===== src/rtl/cache_controller_if.sv =====
// MEM-stage, cache and SRAM-controller signals of the cache controller, plus load statistics.
// slave = controller side, master = environment (pipeline, cache array, SRAM controller).
interface cache_controller_if;
  logic [31:0] address;
  logic [31:0] wdata;
  logic        MEM_R_EN;
  logic        MEM_W_EN;
  logic [31:0] rdata;
  logic        ready;

  logic [16:0] cache_address;
  logic [63:0] cache_write_data;
  logic        cache_read_en;
  logic        cache_write_en;
  logic        check_invalid;
  logic        hit;
  logic [31:0] cache_read_data;

  logic [31:0] sram_address;
  logic [31:0] sram_wdata;
  logic        sram_read_en;
  logic        sram_write_en;
  logic [63:0] sram_rdata;
  logic        sram_ready;

  logic [15:0] hit_count;
  logic [15:0] miss_count;

  modport slave (
    input  address, wdata, MEM_R_EN, MEM_W_EN, hit, cache_read_data, sram_rdata, sram_ready,
    output rdata, ready, cache_address, cache_write_data, cache_read_en, cache_write_en,
           check_invalid, sram_address, sram_wdata, sram_read_en, sram_write_en,
           hit_count, miss_count
  );

  modport master (
    output address, wdata, MEM_R_EN, MEM_W_EN, hit, cache_read_data, sram_rdata, sram_ready,
    input  rdata, ready, cache_address, cache_write_data, cache_read_en, cache_write_en,
           check_invalid, sram_address, sram_wdata, sram_read_en, sram_write_en,
           hit_count, miss_count
  );
endinterface


===== src/rtl/cache_controller.sv =====
// Write-through, no-allocate cache controller between the MEM stage, a cache array and an SRAM controller.
// Optional saturating hit/miss counters are built when CACHE_CTRL_STATS_EN is defined.
module cache_controller #(
  parameter logic [31:0] BASE_ADDR = 32'd1024
) (
  input  logic              clk,
  input  logic              rst,
  cache_controller_if.slave bus
);
  typedef enum logic [1:0] {IDLE, READ_MISS, WRITE} state_e;

  state_e      state_q, state_d;
  logic [31:0] eff;
  logic [31:0] rdata_c;
  logic        ready_c, c_rd_c, c_wr_c, c_inv_c, s_rd_c, s_wr_c;

  assign eff                  = bus.address - BASE_ADDR;
  assign bus.sram_address     = eff;
  assign bus.cache_address    = eff[18:2];
  assign bus.sram_wdata       = bus.wdata;
  assign bus.cache_write_data = bus.sram_rdata;

  assign bus.rdata          = rdata_c;
  assign bus.ready          = ready_c;
  assign bus.cache_read_en  = c_rd_c;
  assign bus.cache_write_en = c_wr_c;
  assign bus.check_invalid  = c_inv_c;
  assign bus.sram_read_en   = s_rd_c;
  assign bus.sram_write_en  = s_wr_c;

  always_ff @(posedge clk) begin
    if (!rst) state_q <= IDLE;
    else      state_q <= state_d;
  end

  // Request inputs are held by the MEM stage while ready=0, so nothing is latched here.
  always_comb begin
    state_d = state_q;
    ready_c = 1'b1;
    rdata_c = '0;
    c_rd_c  = 1'b0;
    c_wr_c  = 1'b0;
    c_inv_c = 1'b0;
    s_rd_c  = 1'b0;
    s_wr_c  = 1'b0;
    if (rst) begin
      case (state_q)
        IDLE: begin
          if (bus.MEM_W_EN) begin
            c_inv_c = 1'b1;
            ready_c = 1'b0;
            state_d = WRITE;
          end else if (bus.MEM_R_EN) begin
            if (bus.hit) begin
              c_rd_c  = 1'b1;
              rdata_c = bus.cache_read_data;
            end else begin
              ready_c = 1'b0;
              state_d = READ_MISS;
            end
          end
        end
        READ_MISS: begin
          s_rd_c  = 1'b1;
          ready_c = 1'b0;
          if (bus.sram_ready) begin
            c_wr_c  = 1'b1;
            rdata_c = eff[2] ? bus.sram_rdata[63:32] : bus.sram_rdata[31:0];
            ready_c = 1'b1;
            state_d = IDLE;
          end
        end
        WRITE: begin
          s_wr_c  = 1'b1;
          ready_c = 1'b0;
          if (bus.sram_ready) begin
            ready_c = 1'b1;
            state_d = IDLE;
          end
        end
        default: state_d = IDLE;
      endcase
    end
  end

`ifdef CACHE_CTRL_STATS_EN
  logic [15:0] hit_q, hit_d, miss_q, miss_d;
  logic        miss_evt;

  // cache_read_en only rises on zero-stall hit cycles, so it doubles as the hit event.
  assign miss_evt = rst && (state_q == IDLE) && (state_d == READ_MISS);

  always_comb begin
    hit_d  = hit_q;
    miss_d = miss_q;
    if (c_rd_c && hit_q != 16'hFFFF)    hit_d  = hit_q + 16'd1;
    if (miss_evt && miss_q != 16'hFFFF) miss_d = miss_q + 16'd1;
  end

  always_ff @(posedge clk) begin
    if (!rst) begin
      hit_q  <= '0;
      miss_q <= '0;
    end else begin
      hit_q  <= hit_d;
      miss_q <= miss_d;
    end
  end

  assign bus.hit_count  = hit_q;
  assign bus.miss_count = miss_q;
`else
  assign bus.hit_count  = '0;
  assign bus.miss_count = '0;
`endif
endmodule

===== src/flat_wrapper.sv =====
// flat-port wrapper written by rule: the top's interface ports become plain ports
module cache_controller_flat 
#(
  parameter logic [31:0] BASE_ADDR = 32'd1024
)
  (clk, rst, bus_address, bus_wdata, bus_MEM_R_EN, bus_MEM_W_EN, bus_hit, bus_cache_read_data, bus_sram_rdata, bus_sram_ready, bus_rdata, bus_ready, bus_cache_address, bus_cache_write_data, bus_cache_read_en, bus_cache_write_en, bus_check_invalid, bus_sram_address, bus_sram_wdata, bus_sram_read_en, bus_sram_write_en, bus_hit_count, bus_miss_count);
  cache_controller_if bus_i ();
  input  logic clk;
  input  logic rst;
  input wire logic [$bits(bus_i.address)-1:0] bus_address;
  input wire logic [$bits(bus_i.wdata)-1:0] bus_wdata;
  input wire logic [$bits(bus_i.MEM_R_EN)-1:0] bus_MEM_R_EN;
  input wire logic [$bits(bus_i.MEM_W_EN)-1:0] bus_MEM_W_EN;
  input wire logic [$bits(bus_i.hit)-1:0] bus_hit;
  input wire logic [$bits(bus_i.cache_read_data)-1:0] bus_cache_read_data;
  input wire logic [$bits(bus_i.sram_rdata)-1:0] bus_sram_rdata;
  input wire logic [$bits(bus_i.sram_ready)-1:0] bus_sram_ready;
  output wire logic [$bits(bus_i.rdata)-1:0] bus_rdata;
  output wire logic [$bits(bus_i.ready)-1:0] bus_ready;
  output wire logic [$bits(bus_i.cache_address)-1:0] bus_cache_address;
  output wire logic [$bits(bus_i.cache_write_data)-1:0] bus_cache_write_data;
  output wire logic [$bits(bus_i.cache_read_en)-1:0] bus_cache_read_en;
  output wire logic [$bits(bus_i.cache_write_en)-1:0] bus_cache_write_en;
  output wire logic [$bits(bus_i.check_invalid)-1:0] bus_check_invalid;
  output wire logic [$bits(bus_i.sram_address)-1:0] bus_sram_address;
  output wire logic [$bits(bus_i.sram_wdata)-1:0] bus_sram_wdata;
  output wire logic [$bits(bus_i.sram_read_en)-1:0] bus_sram_read_en;
  output wire logic [$bits(bus_i.sram_write_en)-1:0] bus_sram_write_en;
  output wire logic [$bits(bus_i.hit_count)-1:0] bus_hit_count;
  output wire logic [$bits(bus_i.miss_count)-1:0] bus_miss_count;
  assign bus_i.address = bus_address;
  assign bus_i.wdata = bus_wdata;
  assign bus_i.MEM_R_EN = bus_MEM_R_EN;
  assign bus_i.MEM_W_EN = bus_MEM_W_EN;
  assign bus_i.hit = bus_hit;
  assign bus_i.cache_read_data = bus_cache_read_data;
  assign bus_i.sram_rdata = bus_sram_rdata;
  assign bus_i.sram_ready = bus_sram_ready;
  assign bus_rdata = bus_i.rdata;
  assign bus_ready = bus_i.ready;
  assign bus_cache_address = bus_i.cache_address;
  assign bus_cache_write_data = bus_i.cache_write_data;
  assign bus_cache_read_en = bus_i.cache_read_en;
  assign bus_cache_write_en = bus_i.cache_write_en;
  assign bus_check_invalid = bus_i.check_invalid;
  assign bus_sram_address = bus_i.sram_address;
  assign bus_sram_wdata = bus_i.sram_wdata;
  assign bus_sram_read_en = bus_i.sram_read_en;
  assign bus_sram_write_en = bus_i.sram_write_en;
  assign bus_hit_count = bus_i.hit_count;
  assign bus_miss_count = bus_i.miss_count;
  cache_controller #(.BASE_ADDR(BASE_ADDR)) u_core (.clk(clk), .rst(rst), .bus(bus_i));
endmodule

===== config.mk =====
export PLATFORM = sky130hd
export DESIGN_NAME = cache_controller_flat
export DESIGN_NICKNAME = d
export VERILOG_FILES = /design/src/rtl/cache_controller_if.sv /design/src/rtl/cache_controller.sv /design/src/flat_wrapper.sv
export SDC_FILE = /design/constraint.sdc
export NUM_CORES = 1
export LEC_CHECK = 0
export BUFFER_PORTS_ARGS = -buffer_cell sky130_fd_sc_hd__buf_4
export CAP_MARGIN = 20
export CORE_AREA = 2 2 149 151
export DETAILED_ROUTE_END_ITERATION = 8
export DIE_AREA = 0 0 151 153
export SETUP_SLACK_MARGIN = 0.4
export SYNTH_ARGS = -nofsm -noshare
export SYNTH_HDL_FRONTEND = slang
export SYNTH_SLANG_ARGS = --single-unit

===== constraint.sdc =====
create_clock -name clk -period 1.65 [get_ports clk]
set_input_delay 0 -clock clk [delete_from_list [all_inputs] [get_ports clk]]
set_output_delay 0 -clock clk [all_outputs]
set_load 0.005 [all_outputs]

Word-level counts from Yosys, hierarchy flattened
Index checks and enable logic that the tools add are counted.
Operators by class
  add/subtract/negate cells: 1
  eq/ne operators: 5
  muxes and demuxes: 31
  reduce and logical (&&, ||, !) cells: 3
Operator list (count)
  $mux 32: 6
  $pmux 32 s2: 1
  $sub 32x11->32 const B: 1
  $mux 1: 18
  $mux 2: 4
  $ne 3x3->1 const B: 2
  $pmux 2 s2: 1
  $reduce_and 3->1: 1
  $eq 2x1->1 const B: 1
  $eq 2x2->1 const B: 1
  $logic_not 2->1: 1
  $ne 2x1->1 const B: 1
  $pmux 1 s2: 1
  $reduce_or 2->1: 1
Word-level totals
  bits in registers: 2
  bits of input ports: 166
  output and inout bits: 215
  logic and storage cells: 41

Logic depth before layout (Yosys ltp)
Gate-level depths: netlist of the first run.
  depth in word-level cells: 5
  depth in mapped cells: 8
  gate-level depth less buffers: 6

Worst setup path before layout of the first run
No wires, ideal clock.
  kind: register to output
  start point: register u_core.state_q[0]
  end point: output bus_rdata[10]
  arrival: 1.591 ns
  data required time: 1.650 ns
  slack: 0.059 ns
  cell stages (with the launch flop): 9
  buffers on the path: 2
  cells stage by stage: dfxtp_1 -> inv_1 -> ha_1 -> nor2b_1 -> and3_1 -> clkbuf_1 -> clkbuf_1 -> a21oi_1 -> nor2_1
Between the ends
  longest elaborated chain between the ends: 3
  elaborated cells on any way between the ends: 4
  classes of those cells: eq/ne: 1; mux: 2; reduce/logical: 1
Ends and longest elaborated chain
  start, declared: RTL line cache_controller.sv:12  | state_e state_q, state_d;
  start signal, assigned: RTL line cache_controller.sv:33  | else state_q <= state_d;
  $eq 2x1->1 or $logic_not 2->1 (tied branches): RTL line cache_controller.sv:47  | case (state_q)
  $pmux 32 s2 *: RTL line cache_controller.sv:47
  $mux 32 *: RTL line cache_controller.sv:46  | if (rst) begin
  end, declared: RTL line flat_wrapper.sv:18  | output wire logic [$bits(bus_i.rdata)-1:0] bus_rdata;
Mark *: on every way between the ends. The rest lies on a longest branch, timed or not.

Worst setup path after layout of the first run
  start point: register u_core.state_q[1]
  end point: output bus_rdata[21]
Same word-level chain as after synthesis.

==> flow_metrics.env, run 1 <==
export IMPL_cts_sinks=2
export IMPL_drv_slew=0
export IMPL_setup_viol=21
export IMPL_yosys_area_top_type="buf_4"
export IMPL_layout_top_registers="u_core.state_q x2"
export IMPL_antenna_found_initial=1
export IMPL_place_port_buffers=259
export IMPL_clk_latency_ns=0.22
export IMPL_slowest_delay_ns=0.32
export IMPL_dr_wl_met3_um=1010
export IMPL_clk_pin_slew_ns=0.03
export IMPL_dpl_worst_slack_ns=0.0772
export IMPL_start_kind="flip-flop"
export IMPL_synthArstFlopShare=0
export IMPL_ys_warn_count=0
export IMPL_power_density_mw_per_mm2=386
export IMPL_initial_core_util=0.118
export IMPL_worstSetupStartpoint="u_core.state_q[1]"
export IMPL_cp_top_family="simple AND/OR/NAND/NOR gates"
export IMPL_worst_ep_required_time_ns=1.65
export IMPL_core_mm2=0.0215
export IMPL_peakVddDrop_mv=0.281
export IMPL_dpl_hpwl_um=8490
export IMPL_drt_wirelength_per_cell_um=13.8
export IMPL_numCtsBuffers=3
export IMPL_synth_seq_cells=2
export IMPL_fmax_ghz=0.585
export IMPL_rsz0062_at_grt="yes"
export IMPL_synth_area_mm2=0.00254
export IMPL_drtAntennaViolNets=0
export IMPL_avgSynthCellArea_um2=6.69
export IMPL_clockBufferDepth=2
export IMPL_r2r_start="u_core.state_q[1]"
export IMPL_grt_overflow_total=0
export IMPL_via_per_inst=3.53
export IMPL_die_area_mm2=0.0231
export IMPL_critPathArrivalTime_ns=1.71
export IMPL_fin_crit_sh=1.04
export IMPL_synth_top_cells_by_area="buf_4 46%, mux2i_1 13%, nor2_1 11%, a21oi_1 6.5%, xor2_1 5.2%"
export IMPL_drtIter0Drc=43
export IMPL_syn_inst=380
export IMPL_ios=381
export IMPL_fp_dieH_um=153
export IMPL_drive_gt1_frac=0.709
export IMPL_hp_start="bus_wdata[20]"
export IMPL_ys_seq_area_frac=0.0158
export IMPL_totalWireLength_um=11600
export IMPL_route_detailed_drc=0
export IMPL_dominantRegCellSynth="dfxtp_1"
export IMPL_netlist_area_leader_share=0.458
export IMPL_synth_distinct_cells=32
export IMPL_cap_violations=0
export IMPL_failed_checks="negative setup slack"
export IMPL_cts_tree="built"
export IMPL_grt_max_degree=22
export IMPL_worstSetupPathType="reg -> out"
export IMPL_place_congestion=0.744
export IMPL_path_cells="inv_4, ha_4, nor2b_4, and3_4, buf_6, buf_16, a21oi_2, nor2_1, buf_4"
export IMPL_area_growth_pct=97.2
export IMPL_whs_ns=0.00000200
export IMPL_h_tree_depth=1
export IMPL_routed_top_layer="met4"
export IMPL_die_width_um=151
export IMPL_layout_setup_ws_ns=-0.0594
export IMPL_fin_skew_ns=0.00136
export IMPL_grt_pass1_vias=2816
export IMPL_slowest_stage="dfxtp_2"
export IMPL_min_period_ns=1.71
export IMPL_num_rows=54
export IMPL_grt_pass1_wl_um=15300
export IMPL_largest_reg_flops=2
export IMPL_largest_register="u_core.state_q"
export IMPL_crit_fanout=6
export IMPL_final_nets=729
export IMPL_wl_met2_um=6470
export IMPL_via_count=2952
export IMPL_cts_root_buffer="clkbuf_16"
export IMPL_hold_path_class="in -> out"
export IMPL_p_leak_uw=0.00245
export IMPL_synth_edf_count=0
export IMPL_grt_usage=0.0856
export IMPL_cp_num_buf_inv=4
export IMPL_firstDrtPassIters=4
export IMPL_status="complete, but fails checks"
export IMPL_wl_met1_um=3680
export IMPL_end_kind="output port"
export IMPL_finalHoldViolCount=0
==> synthesized netlist by cell type, drive strengths merged (4+ instances only) <==
cell type,number
buf,158
nor2,72
a21oi,33
mux2i,32
xor2,15
clkbuf,11
nand2,11
ha,5
inv,5
nor4,5
and2,4
nor3,4
==> kinds of logic (layout without fill, tap and decap cells) <==
family | count (synthesis) | count (layout) | share of synthesized area
AO/OA/AOI/OAI | 37 | 37 | 0.0763
flip-flops | 2 | 2 | 0.0158
adder cells (fa/ha/maj) | 5 | 5 | 0.0246
AND/OR/NAND/NOR | 111 | 111 | 0.206
XOR/XNOR | 18 | 18 | 0.0620
buffers and inverters | 174 | 319 | 0.487
multiplexers | 32 | 32 | 0.126
other | 1 | 33 | 0.00148
==> metrics by stage <==
step / total power [uW] / std cells / instance area [um^2] / util / TNS (ns)
2_1_floorplan: 753 / 411 / 2830 / - / 0
3_3_place_gp: 1160 / 790 / 3970 / 0.185 / 0
3_5_place_dp: 1160 / 790 / 3970 / 0.185 / 0
4_1_cts: 1810 / 820 / 4650 / 0.216 / -0.809
5_1_grt: 2060 / 836 / 5010 / 0.233 / -2.65
6_report: 1940 / 837 / 5010 / 0.233 / -0.288
==> metal layers <==
metal  vias up  track usage
met4         0       0.0338
met5         -            0
li1       1404            -
met2       151        0.177
met1      1357       0.0823
met3        40       0.0116
==> where the power goes <==
| group | switching (uW) | internal (uW) | leakage, uW |
|---|---|---|---|
| combinational | 637 | 863 | 0.00239 |
| sequential | 6.93 | 59.4 | 0.0000172 |
| clock | 61.5 | 309 | 0.0000370 |
==> cells in the final DEF, fill, tap and decap left out, types with 2 or more instances in the layout <==
master     netlist  layout
nor2b_4          0       2
a21oi_1         33       6
conb_1           1      32
nor2_2           0       6
nand2_8          0       2
buf_4          155     272
nand4_1          2       2
a21oi_2          0      22
inv_4            0       2
xnor2_1          3       2
and2_1           4       3
clkbuf_16        0       3
buf_12           0       6
a21oi_4          0       5
nand2b_1         2       2
nor3_4           0       4
buf_6            0      23
and3_4           0       3
nand2_1         11       8
xor2_2           0       2
ha_4             0       3
nor4_4           1       5
buf_8            0       4
nor2_4           0      10
xor2_1          15      13
mux2i_1         32      32
nor2_1          72      56
dfxtp_2          0       2
nor3b_4          0       2
buf_16           0       6
==> final timing paths <==
path | end | slack [ns] | cells past startpoint
hold reg to reg | u_core.state_q[1] | 0.64 | 3
setup / recovery | bus_rdata[21] | -0.06 | 9
setup reg to reg | u_core.state_q[0] | 0.36 | 7
hold / removal | bus_sram_wdata[20] | 0.000002 | 0
==> timing repair <==
action / CTS / global route
hold buffers: 0 / 0
cloned: 6 / 0
pin swaps: 26 / 41
setup buffers: 21 / 16
setup endpoints to repair: 47 / 52
gates resized for setup: 60 / 61
==> area by class of cell <==
cell class / count / area [um^2]
diodes: 1 / 2.50
clock buffers: 3 / 75.1
fillers: 2367 / 16500
inverters: 5 / 28.8
multi-input cells: 235 / 1870
flip-flops and latches: 2 / 42.5
well taps: 280 / 350
repair buffers: 311 / 2650
(Power assumes the default switching activity.)
==> inputs of run 2 (changes only) <==
--- a/config.mk
+++ b/config.mk
@@ -10,6 +10,7 @@
 export CORE_AREA = 2 2 149 151
 export DETAILED_ROUTE_END_ITERATION = 8
 export DIE_AREA = 0 0 151 153
+export PLACE_DENSITY = 0.39
 export SETUP_SLACK_MARGIN = 0.4
 export SYNTH_ARGS = -nofsm -noshare
 export SYNTH_HDL_FRONTEND = slang
==> run 2 against run 1 <==
The flow still finishes with violations (negative setup slack). Clock skew down 0.0011 ns. Sequential power hardly changed. Fmax grew 1.4%. Combinational power about the same. Flip-flop and latch count unchanged. Global-route usage grew 0.65 points. Hold slack about the same. Largest cell class unchanged.
==> flow_metrics.env, run 2 (synthesis gave the netlist of run 1 again) <==
export IMPL_status="complete, but fails checks"
export IMPL_failed_checks="negative setup slack"
export IMPL_layout_common_cells="274 x buf_4, 61 x nor2_1, 32 x mux2i_1, 32 x conb_1, 28 x a21oi_2"
export IMPL_slowest_stage="dfxtp_2"
export IMPL_worst_ep_required_time_ns=1.65
export IMPL_worstSetupPathType="reg -> out"
export IMPL_largest_reg_flops=2
export IMPL_fin_crit_sh=1.02
export IMPL_grt_overflow_total=0
export IMPL_largest_register="u_core.state_q"
export IMPL_core_mm2=0.0215
export IMPL_cap_violations=0
export IMPL_fin_skew_ns=0.000277
export IMPL_final_common_cell="buf_4"
export IMPL_place_port_buffers=259
export IMPL_cts_root_buffer="clkbuf_16"
export IMPL_grt_pass1_wl_um=16200
export IMPL_clk_pin_slew_ns=0.03
export IMPL_place_congestion=0.746
export IMPL_drtIter0Drc=45
export IMPL_layout_setup_ws_ns=-0.0354
export IMPL_rrSetupSlack_ns=0.17
export IMPL_drive_gt1_frac=0.705
export IMPL_layout_top_registers="u_core.state_q x2"
export IMPL_die_area_mm2=0.0231
export IMPL_h_tree_depth=1
export IMPL_grt_usage=0.0920
export IMPL_critPathArrivalTime_ns=1.69
export IMPL_min_period_ns=1.69
export IMPL_fp_dieH_um=153
export IMPL_grt_max_degree=18
export IMPL_path_cells="inv_2, ha_4, nor2b_4, and3_4, buf_6, clkbuf_16, a21oi_2, nor2_1, buf_4"
export IMPL_whs_path_depth=0
export IMPL_hold_path_class="in -> out"
export IMPL_drt_wirelength_per_cell_um=14.4
export IMPL_hold_path_end="bus_sram_wdata[15]"
export IMPL_start_kind="flip-flop"
export IMPL_finalHoldViolCount=0
export IMPL_end_kind="output port"
export IMPL_setup_viol=7
export IMPL_initial_core_util=0.118
export IMPL_cp_top_family="buffers and inverters"
export IMPL_cp_num_buf_inv=4
export IMPL_slowest_delay_ns=0.32
export IMPL_crit_fanout=5
export IMPL_via_per_inst=3.49
export IMPL_num_rows=54
export IMPL_rr_endpoint="u_core.state_q[0]"
export IMPL_diodes=0
export IMPL_rsz0062_at_grt="yes"
export IMPL_drtAntennaViolNets=0
export IMPL_fin_tns_setup_ns=-0.113
export IMPL_fmax_ghz=0.593
export IMPL_route_detailed_drc=0
export IMPL_via_count=2917
export IMPL_firstDrtPassIters=4
export IMPL_worstSetupPathDepth=9
export IMPL_cts_hold_fix_buffers=0
export IMPL_cts_sinks=2
export IMPL_antenna_found_initial=0
export IMPL_dpl_hpwl_um=9400
export IMPL_reg2regPathDepth=8
export IMPL_area_growth_pct=92.8
export IMPL_numCtsBuffers=3
export IMPL_final_nets=728
export IMPL_r2r_start="u_core.state_q[0]"
export IMPL_hp_start="bus_wdata[15]"
export IMPL_cts_tree="built"
export IMPL_die_width_um=151
export IMPL_peakVddDrop_mv=0.255
export IMPL_drv_slew=0
export IMPL_whs_ns=0.00000200
export IMPL_clockBufferDepth=2
export IMPL_grt_pass1_vias=2732
export IMPL_totalWireLength_um=12000
export IMPL_ios=381
export IMPL_clk_latency_ns=0.22
export IMPL_power_density_mw_per_mm2=395
export IMPL_p_leak_uw=0.00242
## run 2: changes by cell type in the layout (fill, tap and decap cells not counted), sizes merged
cell,change
buf,-2
diode,-1
clkbuf,+1
## run 2: cell type report
cell class / instances / area (um^2)
inverters: 5 / 23.8
well taps: 280 / 350
fillers: 2395 / 16600
flip-flops and latches: 2 / 42.5
repair buffers: 310 / 2630
multi-input cells: 235 / 1780
clock buffers: 3 / 75.1
## run 2: worst max-delay path by stage
stage                                 to  slack (ns)         startpoint
finish                     bus_rdata[17]       -0.04  u_core.state_q[0]
detailed placement  bus_sram_address[31]         0.1    bus_address[25]
floorplan                  bus_rdata[10]        0.35  u_core.state_q[1]
global route               bus_rdata[17]       -0.11  u_core.state_q[0]
CTS                        bus_rdata[25]       -0.03  u_core.state_q[0]
global placement    bus_sram_address[31]         0.1    bus_address[25]
## run 2: metal layers
layer	GRT usage	up-vias	share of wire
li1	-	1398	-
met1	0.0933	1322	0.33
met2	0.187	159	0.56
met3	0.0107	38	0.078
met4	0.0338	0	0.035
met5	0	-	0
## run 2: where the power goes
group | switching, uW | total [uW] | leakage, uW | internal, uW
clock network | 66.2 | 375 | 0.0000370 | 309
logic | 626 | 1490 | 0.00237 | 867
registers | 6.89 | 66.3 | 0.0000172 | 59.4
total | 699 | 1940 | 0.00242 | 1240
## run 2: metrics by stage
step | instance area, um^2 | setup slack, ns | cells | power, uW | utilization
final | 4900 | -0.0354 | 835 | 1940 | 0.228
after global routing | 4900 | -0.112 | 835 | 2060 | 0.228
after CTS | 4700 | -0.0322 | 829 | 1900 | 0.219
after detailed placement | 4000 | 0.0983 | 796 | 1190 | 0.186
after global placement | 4000 | 0.0971 | 796 | 1200 | 0.186
after floorplan | 2830 | 0.351 | 411 | 753 | -
## run 2: repair_timing
action                                  in CTS  in global routing
gates cloned                                 5                  1
buffers inserted                            25                  5
endpoints found under the setup margin      48                 51
pin swaps                                   34                 27
resized for setup                           71                 33
